==> src/rtl/attack_controller.sv <==
// attack_controller
//   Round controller for a grid "battleship" game. A round starts by loading
//   a ship map. Each rising edge of confirmAttack fires one shot at
//   (x_coord_code, y_coord_code). The shot is classified one cycle later as
//   invalid, repeat, hit or miss. The round ends with a win when every ship
//   cell has been hit, or with a loss when the shots run out.
// Ports
//   clk, reset        rising-edge clock, asynchronous active-low reset
//   enable            low freezes all state and ignores start/confirmAttack
//   start             level; (re)loads selected_map and begins a round
//   selected_map      ship map, bit (x*ROWS+y) = ship at column x, row y
//   x/y_coord_code    zero-based attack coordinates
//   confirmAttack     attack request, rising edge only
//   matriz_data       hit cells while playing, full ship map once over
//   ledRgb            [0] miss, [1] hit, [2] repeat/invalid
//   hit_count         hits scored in the current round
//   shots_left        shots remaining in the current round
//   game_over, win    round status
//   busy              high while a shot is being resolved
module attack_controller #(
  parameter int ROWS       = 7,
  parameter int COLS       = 5,
  parameter int DATA_WIDTH = ROWS * COLS,
  parameter int COORD_W    = 3,
  parameter int MAX_SHOTS  = 15,
  parameter int CNT_W      = 6
) (
  input  logic                  clk,
  input  logic                  reset,
  input  logic                  enable,
  input  logic                  start,
  input  logic [DATA_WIDTH-1:0] selected_map,
  input  logic [COORD_W-1:0]    x_coord_code,
  input  logic [COORD_W-1:0]    y_coord_code,
  input  logic                  confirmAttack,
  output logic [DATA_WIDTH-1:0] matriz_data,
  output logic [2:0]            ledRgb,
  output logic [CNT_W-1:0]      hit_count,
  output logic [CNT_W-1:0]      shots_left,
  output logic                  game_over,
  output logic                  win,
  output logic                  busy
);

  typedef enum logic [1:0] {
    IDLE    = 2'd0,
    PLAY    = 2'd1,
    RESOLVE = 2'd2,
    OVER    = 2'd3
  } state_t;

  state_t                state_q, state_d;
  logic [DATA_WIDTH-1:0] ship_map_q, ship_map_d;
  logic [DATA_WIDTH-1:0] shot_map_q, shot_map_d;
  logic [CNT_W-1:0]      ship_total_q, ship_total_d;
  logic [CNT_W-1:0]      hit_q, hit_d;
  logic [CNT_W-1:0]      shots_q, shots_d;
  logic [COORD_W-1:0]    x_q, x_d;
  logic [COORD_W-1:0]    y_q, y_d;
  logic [2:0]            led_q, led_d;
  logic                  win_q, win_d;
  logic                  confirm_prev_q, confirm_prev_d;
  logic [DATA_WIDTH-1:0] matriz_q, matriz_d;
  logic                  game_over_q, game_over_d;
  logic                  busy_q, busy_d;

  logic [DATA_WIDTH-1:0] cell_mask_s;
  logic                  cell_valid_s;
  logic                  cell_repeat_s;
  logic                  cell_hit_s;
  logic                  attack_edge_s;

  // Number of ship cells in a map.
  function automatic logic [CNT_W-1:0] popcount(input logic [DATA_WIDTH-1:0] v);
    logic [CNT_W-1:0] n;
    n = '0;
    for (int i = 0; i < DATA_WIDTH; i++) begin
      n = n + CNT_W'(v[i]);
    end
    return n;
  endfunction

  assign attack_edge_s = confirmAttack & ~confirm_prev_q;

  // One-hot mask of the latched shot cell. It is all zero when the
  // coordinates fall outside the grid, which doubles as the validity test.
  always_comb begin
    cell_mask_s = '0;
    for (int c = 0; c < COLS; c++) begin
      for (int r = 0; r < ROWS; r++) begin
        cell_mask_s[c*ROWS+r] = (x_q == COORD_W'(c)) && (y_q == COORD_W'(r));
      end
    end
    cell_valid_s  = |cell_mask_s;
    cell_repeat_s = |(cell_mask_s & shot_map_q);
    cell_hit_s    = |(cell_mask_s & ship_map_q);
  end

  // Next-state and next-output logic.
  always_comb begin
    state_d        = state_q;
    ship_map_d     = ship_map_q;
    shot_map_d     = shot_map_q;
    ship_total_d   = ship_total_q;
    hit_d          = hit_q;
    shots_d        = shots_q;
    x_d            = x_q;
    y_d            = y_q;
    led_d          = led_q;
    win_d          = win_q;
    confirm_prev_d = confirm_prev_q;

    if (enable) begin
      confirm_prev_d = confirmAttack;
      if (start) begin
        ship_map_d   = selected_map;
        shot_map_d   = '0;
        ship_total_d = popcount(selected_map);
        hit_d        = '0;
        shots_d      = CNT_W'(MAX_SHOTS);
        led_d        = 3'b000;
        win_d        = 1'b0;
        state_d      = PLAY;
      end else begin
        case (state_q)
          IDLE: begin
            state_d = IDLE;
          end
          PLAY: begin
            // An empty map is won before any shot is taken.
            if (ship_total_q == '0) begin
              win_d   = 1'b1;
              state_d = OVER;
            end else if (attack_edge_s) begin
              x_d     = x_coord_code;
              y_d     = y_coord_code;
              state_d = RESOLVE;
            end else begin
              state_d = PLAY;
            end
          end
          RESOLVE: begin
            if (!cell_valid_s || cell_repeat_s) begin
              led_d   = 3'b100;
              state_d = PLAY;
            end else begin
              shot_map_d = shot_map_q | cell_mask_s;
              shots_d    = shots_q - CNT_W'(1);
              if (cell_hit_s) begin
                hit_d = hit_q + CNT_W'(1);
                led_d = 3'b010;
              end else begin
                led_d = 3'b001;
              end
              // Winning on the last shot counts as a win.
              if (hit_d == ship_total_q) begin
                win_d   = 1'b1;
                state_d = OVER;
              end else if (shots_d == '0) begin
                win_d   = 1'b0;
                state_d = OVER;
              end else begin
                state_d = PLAY;
              end
            end
          end
          OVER: begin
            state_d = OVER;
          end
          default: begin
            state_d = IDLE;
          end
        endcase
      end
    end else begin
      state_d = state_q;
    end

    // Outputs are derived from the next state so that they change on the
    // same edge as the state they describe.
    if (state_d == OVER) begin
      matriz_d = ship_map_d;
    end else begin
      matriz_d = shot_map_d & ship_map_d;
    end
    game_over_d = (state_d == OVER);
    busy_d      = (state_d == RESOLVE);
  end

  // State and output registers.
  always_ff @(posedge clk or negedge reset) begin
    if (!reset) begin
      state_q        <= IDLE;
      ship_map_q     <= '0;
      shot_map_q     <= '0;
      ship_total_q   <= '0;
      hit_q          <= '0;
      shots_q        <= '0;
      x_q            <= '0;
      y_q            <= '0;
      led_q          <= 3'b000;
      win_q          <= 1'b0;
      confirm_prev_q <= 1'b0;
      matriz_q       <= '0;
      game_over_q    <= 1'b0;
      busy_q         <= 1'b0;
    end else begin
      state_q        <= state_d;
      ship_map_q     <= ship_map_d;
      shot_map_q     <= shot_map_d;
      ship_total_q   <= ship_total_d;
      hit_q          <= hit_d;
      shots_q        <= shots_d;
      x_q            <= x_d;
      y_q            <= y_d;
      led_q          <= led_d;
      win_q          <= win_d;
      confirm_prev_q <= confirm_prev_d;
      matriz_q       <= matriz_d;
      game_over_q    <= game_over_d;
      busy_q         <= busy_d;
    end
  end

  assign matriz_data = matriz_q;
  assign ledRgb      = led_q;
  assign hit_count   = hit_q;
  assign shots_left  = shots_q;
  assign game_over   = game_over_q;
  assign win         = win_q;
  assign busy        = busy_q;

endmodule

==> config.mk <==
export PLATFORM = sky130hd
export DESIGN_NAME = attack_controller
export DESIGN_NICKNAME = d
export VERILOG_FILES = /design/src/rtl/attack_controller.sv
export SDC_FILE = /design/constraint.sdc
export NUM_CORES = 1
export LEC_CHECK = 0
export CORE_ASPECT_RATIO = 1.25
export CORE_MARGIN = 2
export CORE_UTILIZATION = 30
export CTS_BUF_LIST = sky130_fd_sc_hd__clkbuf_4
export DETAILED_ROUTE_END_ITERATION = 12
export PLACE_DENSITY = 0.48
export SYNTH_ARGS = -nofsm -noshare
export SYNTH_HDL_FRONTEND = slang
export SYNTH_SLANG_ARGS = --single-unit
==> constraint.sdc <==
create_clock -name clk -period 9.2 [get_ports clk]
set_clock_uncertainty 0.2 [all_clocks]
set_input_delay 1.84 -clock clk [delete_from_list [all_inputs] [get_ports clk]]
set_output_delay 1.84 -clock clk [all_outputs]
set_load 0.01 [all_outputs]
# After elaboration in Yosys (flattened, before gate mapping)
# Index checks and enable logic that the tools add are counted.
[totals] regBits=138 latch_bits=0 ramBits=0 rom_bits=0 input_bits=46 wordCells=166 mem_count=0
[op_classes] addsub=36 multipliers=0 div=0 order_cmp=0 n_eq_ne=20 shifts=0 muxes=36 bitwise=8 n_reduce_logical=52
[ops] op="two-way mux 35 bit" n=7
[ops] op="adder 6 x 1 -> 6 bit" n=29
[ops] op="bitwise AND 35 bit" n=3
[ops] op="OR reduction 35 bit" n=3
[ops] op="two-way mux 6 bit" n=11
[ops] op="logical AND 1 bit" n=35
[ops] op="OR 35 bit" n=1
[ops] op="two-way mux 2 bit" n=8
[ops] op="equality test 3 x 2 -> 1 bit, second input constant" n=4
[ops] op="equality test 3 bit, second input constant" n=4
[ops] op="logical NOT 6 bit" n=2
[ops] op="AND reduction 5 bit" n=2
[ops] op="two-way mux 3 bit" n=3
[ops] op="equality test 2 bit, second input constant" n=4
[ops] op="one-hot mux 2 bit (4 select lines)" n=1
[ops] op="adder 5 x 1 -> 6 bit" n=1
[ops] op="adder 6 x 1 -> 6 bit, second input constant" n=1
[ops] op="equality test 3 x 1 -> 1 bit, second input constant" n=2
[ops] op="equality test 6 bit" n=1
[ops] op="logical NOT 3 bit" n=2
[ops] op="inequality test 3 bit, second input constant" n=2
[ops] op="subtractor 6 x 1 -> 6 bit, second input constant" n=1
[ops] op="adder 4 x 1 -> 5 bit" n=1
[ops] op="two-way mux 1 bit" n=5
[ops] op="other kinds (16)" n=19

# Depth between registers and ports, before layout
[logic_depth] ltp_word=34 ltp_mapped=17 ltp_nobuf=17

# Worst setup path before layout
# OpenSTA, ideal clock, no wires.
[synth_path] kind="input-to-reg" startpoint="input port selected_map[23]" endpoint="register ship_total_q[4]" setup_ns=0.136 t_arrival_ns=6.281 required_ns=8.864 slack_ns=2.584 cell_stages=16 path_buffers=0 cell_sequence="inv_1 fa_1 fa_1 inv_1 fa_1 inv_1 fa_1 fa_1 fa_1 inv_1 fa_1 fa_1 a21o_1 a21oi_1 xnor2_1 o21ai_0"
[synth_via] elab_chain_cells=12
[synth_rtl] element="start: declaration" line_no="32" text="input logic [DATA_WIDTH-1:0] selected_map,"
[synth_rtl] element="adder 6 x 1 -> 6 bit (12 in series)" line_no="78" text="n = n + CNT_W'(v[i]);"
[synth_rtl] element="end signal: assignment" line_no="211" text="ship_total_q <= ship_total_d;"
[synth_rtl] element="end: declaration" line_no="55" text="logic [CNT_W-1:0] ship_total_q, ship_total_d;"
# No other way between the ends.
# A chain may end at the register's enable or synchronous reset.

# Final worst setup path
# Same ends and word-level chain as after synthesis.

==> flow_summary.ini <==
[clock_network]
ctsLongestPathBuffers = 2
cts-root-buf = clkbuf_4
cts_tree = yes
cts_inserted_buffers = 17
clk_pin_slew_ns = 0.13
cts_resized = 0
post_cts_buffers = 0
insertion_delay_ns = 0.57
ctsHoldBuffers = 0
htreeDepth = 4
clock-sinks = 138

[critical_path]
critPathSlowestCell = fa_1
slowest_delay_ns = 0.53
crit_buf_inv = 5
worstSetupStartpointType = primary input
arrival_ns = 7.01
critPathMaxFanout = 2
crit_chain = clkdlybuf4s50_1 -> inv_1 -> fa_1 -> fa_1 -> inv_1 -> fa_1 -> inv_1 -> fa_1 -> fa_1 -> fa_1 -> inv_1 -> fa_1 -> fa_1 -> a21o_1 -> a21oi_1 -> xnor2_1 -> o21ai_0
crit_type = in -> reg
critical-path-top-delay-family = adder cells
required_ns = 9.40
cpMostUsedCell = fa_1
endpoint_kind = flop

[synth]
syn_nets = 774
synth_top_area_share_pct = 45.94
synth-main-ff-cell = dfrtp_1
yosys.area.top_type = dfrtp_1
syn_area_sq_um = 7517
muxShareOfSynthArea_pct = 5.526
ys_types = 65
synth_simple_gate_area_share_pct = 11.17
synth_compound_area_share_pct = 19.04
synthAdderAreaFrac_pct = 8.855
synth-edff-count = 0
ys.warnings.count = 0
synth_cells = 691
yosysSeqAreaShare_pct = 45.94
ys_ff_latch = 138
synth_area_leaders = dfrtp_1, fa_1, inv_1
synth_top_family_by_area = compound AO/OA/AOI/OAI gates
synth_area_per_cell_sq_um = 10.88
synth_xor_xnor_area_share_pct = 1.515
ys_async_sr_fraction_pct = 100.0

[placement]
pre_cts_slack_ns = 1.797
place_area_sq_um = 8711
dp_cells = 1083
gp_congestion = 0.8476
hpwl_mm = 16.19
place.port_buffers = 98

[grt]
grt_use_total_pct = 17.41
antenna_found_initial = 1
grt_first_pass_wirelength_mm = 34.78
grt_max_degree = 96
grt_pass1_vias = 5913
grt-ovfl-total = 0

[drt]
dr_total_vias = 5507
first_iter_violations = 364
wl_per_cell_um = 19.97
dr.pass1.iters = 5
drtAntennaViolNets = 0
vias_per_cell = 4.935
drcViolationCount = 0
routed_wl_mm = 22.29

[power]
p_sw_share_pct = 40.53
combPwrFrac_pct = 44.7
power_mw = 2.346
power.leakage_nw = 4.203
pwr-share-clk_pct = 20.0
power_density_nw_per_um2 = 259.4
p_seq_share_pct = 35.4
ir_worst_vdd_mv = 0.1455
internal-power_mw = 1.395
power_switching_mw = 0.9509

[layout]
most-common-layout-cells = dfrtp_1, clkdlybuf4s50_1, inv_1, nand2_1, o21ai_0
area_growth_pct = 20.29
num-nets-final = 855
instances_no_fill = 1116
layout_commonest_cell = dfrtp_1
drive_gt1_share_pct = 14.52
finalInstanceArea_sq_um = 9042

[die]
die_h_um = 181.0
die_w_um = 145.6
core_sq_um = 24580
die_area_sq_um = 26350
io_pins = 99
num_rows = 64
start_util_pct = 30.58

[timing]
fin_crit_ns = 6.812
fmax_mhz = 146.8
worst_pin_slew_ns = 1.046
post-route-worst-setup-slack_ns = 2.388
fin_tns_setup_ns = 0
setup_viol = 0
finalCritPeriodShare_pct = 74.05
rsz0062_at_grt = false
slew_violations = 0
maxSlewHeadroom_pct = 30.10
hold_viol = 0

[status]
outcome = complete, no violations

[worst_hold_path]
hold_class = reg -> reg

[job]
cap_violations = 0
[metal layers]
metal  wire length, um  global-route usage [%]
met1              9842                   22.01
met2             11250                   30.27
met3               721                   2.778
met4               480                   5.961
met5                 0                       0
[cells in the mapped netlist (all sizes together), types with 3 or more instances]
| library cell | count |
|---|---|
| dfrtp | 138 |
| inv | 93 |
| nand2 | 46 |
| o21ai | 42 |
| a21boi | 38 |
| a22oi | 34 |
| mux2 | 28 |
| fa | 27 |
| buf | 24 |
| clkbuf | 18 |
| a21oi | 13 |
| nand3b | 13 |
| nor2 | 13 |
| and2 | 12 |
| ha | 10 |
| mux2i | 10 |
| xnor2 | 10 |
| a21o | 9 |
| and3 | 9 |
| nand3 | 8 |
| nor3 | 8 |
| a22o | 7 |
| nor3b | 7 |
| a31oi | 6 |
| and3b | 6 |
| nor2b | 6 |
| o2bb2ai | 5 |
| o31ai | 5 |
| nand2b | 4 |
| a311oi | 3 |
| a32oi | 3 |
| nor4b | 3 |
| o211ai | 3 |
| or3b | 3 |
| xor2 | 3 |
[worst min-delay path, cell delays in order, from the launching register on]
cell and delay (ns):
dfrtp_1 0.37, nand2_1 0.05, nand2_1 0.05
[worst paths after layout]
path,from,end,slack (ns),depth (start not counted)
setup reg to reg,y_q[1],matriz_data[2],4.83,10
hold / removal,ledRgb[1],ledRgb[1],0.29,2
setup / recovery,selected_map[23],ship_total_q[4],2.39,17
hold reg to reg,ledRgb[1],ledRgb[1],0.29,2
min in group asynchronous,reset,game_over,1.01,1
max in group asynchronous,reset,shot_map_q[0],6.34,2
[cell families (layout without fill, tap and decap cells)]
family                   Yosys count  in the layout
other                              0              1
flip-flops                       138            138
XOR/XNOR                          13             13
AND/OR/NAND/NOR                  146            146
buffers and inverters            135            229
AO/OA/AOI/OAI                    184            184
adder cells (fa/ha/maj)           37             37
multiplexers                      38             38
[cell type report]
class,instances,area (sq um)
Timing Repair Buffer,104,1027
Fill cell,2490,15540
Antenna cell,1,2.502
Multi-Input combinational cell,418,3468
Clock buffer,18,135.1
Tap cell,330,412.9
Inverter,93,349.1
Clock inverter,14,193.9
Sequential cell,138,3453
[power groups by stage]
stage / clock network [mW] / logic (mW) / registers (mW)
floorplan: 0 / 0.778 / 0.781
global placement: 0 / 1.04 / 0.837
detailed placement: 0 / 1.06 / 0.838
CTS: 0.486 / 1.06 / 0.827
global route: 0.512 / 1.17 / 0.846
finish: 0.468 / 1.05 / 0.830
[per-stage QoR]
step / utilization [%] / hold slack (ns)
3_3_place_gp: 35.43 / 0.2688
3_5_place_dp: 35.43 / 0.2692
5_1_grt: 36.78 / 0.3498
4_1_cts: 36.77 / 0.3008
6_report: 36.78 / 0.2947
2_1_floorplan: - / 0.2632
[state kept, by name (all words and copies together) (netlist names)]
| signal | count |
|---|---|
| confirm_prev_q | 1 |
| ship_total_q | 6 |
| matriz_data | 35 |
| shot_map_q | 35 |
| hit_count | 6 |
| win | 1 |
| ship_map_q | 35 |
| state_q | 2 |
| ledRgb | 3 |
| game_over | 1 |
| y_q | 3 |
| busy | 1 |
| shots_left | 6 |
| x_q | 3 |
No activity file was read; power rests on OpenSTA's default activity.
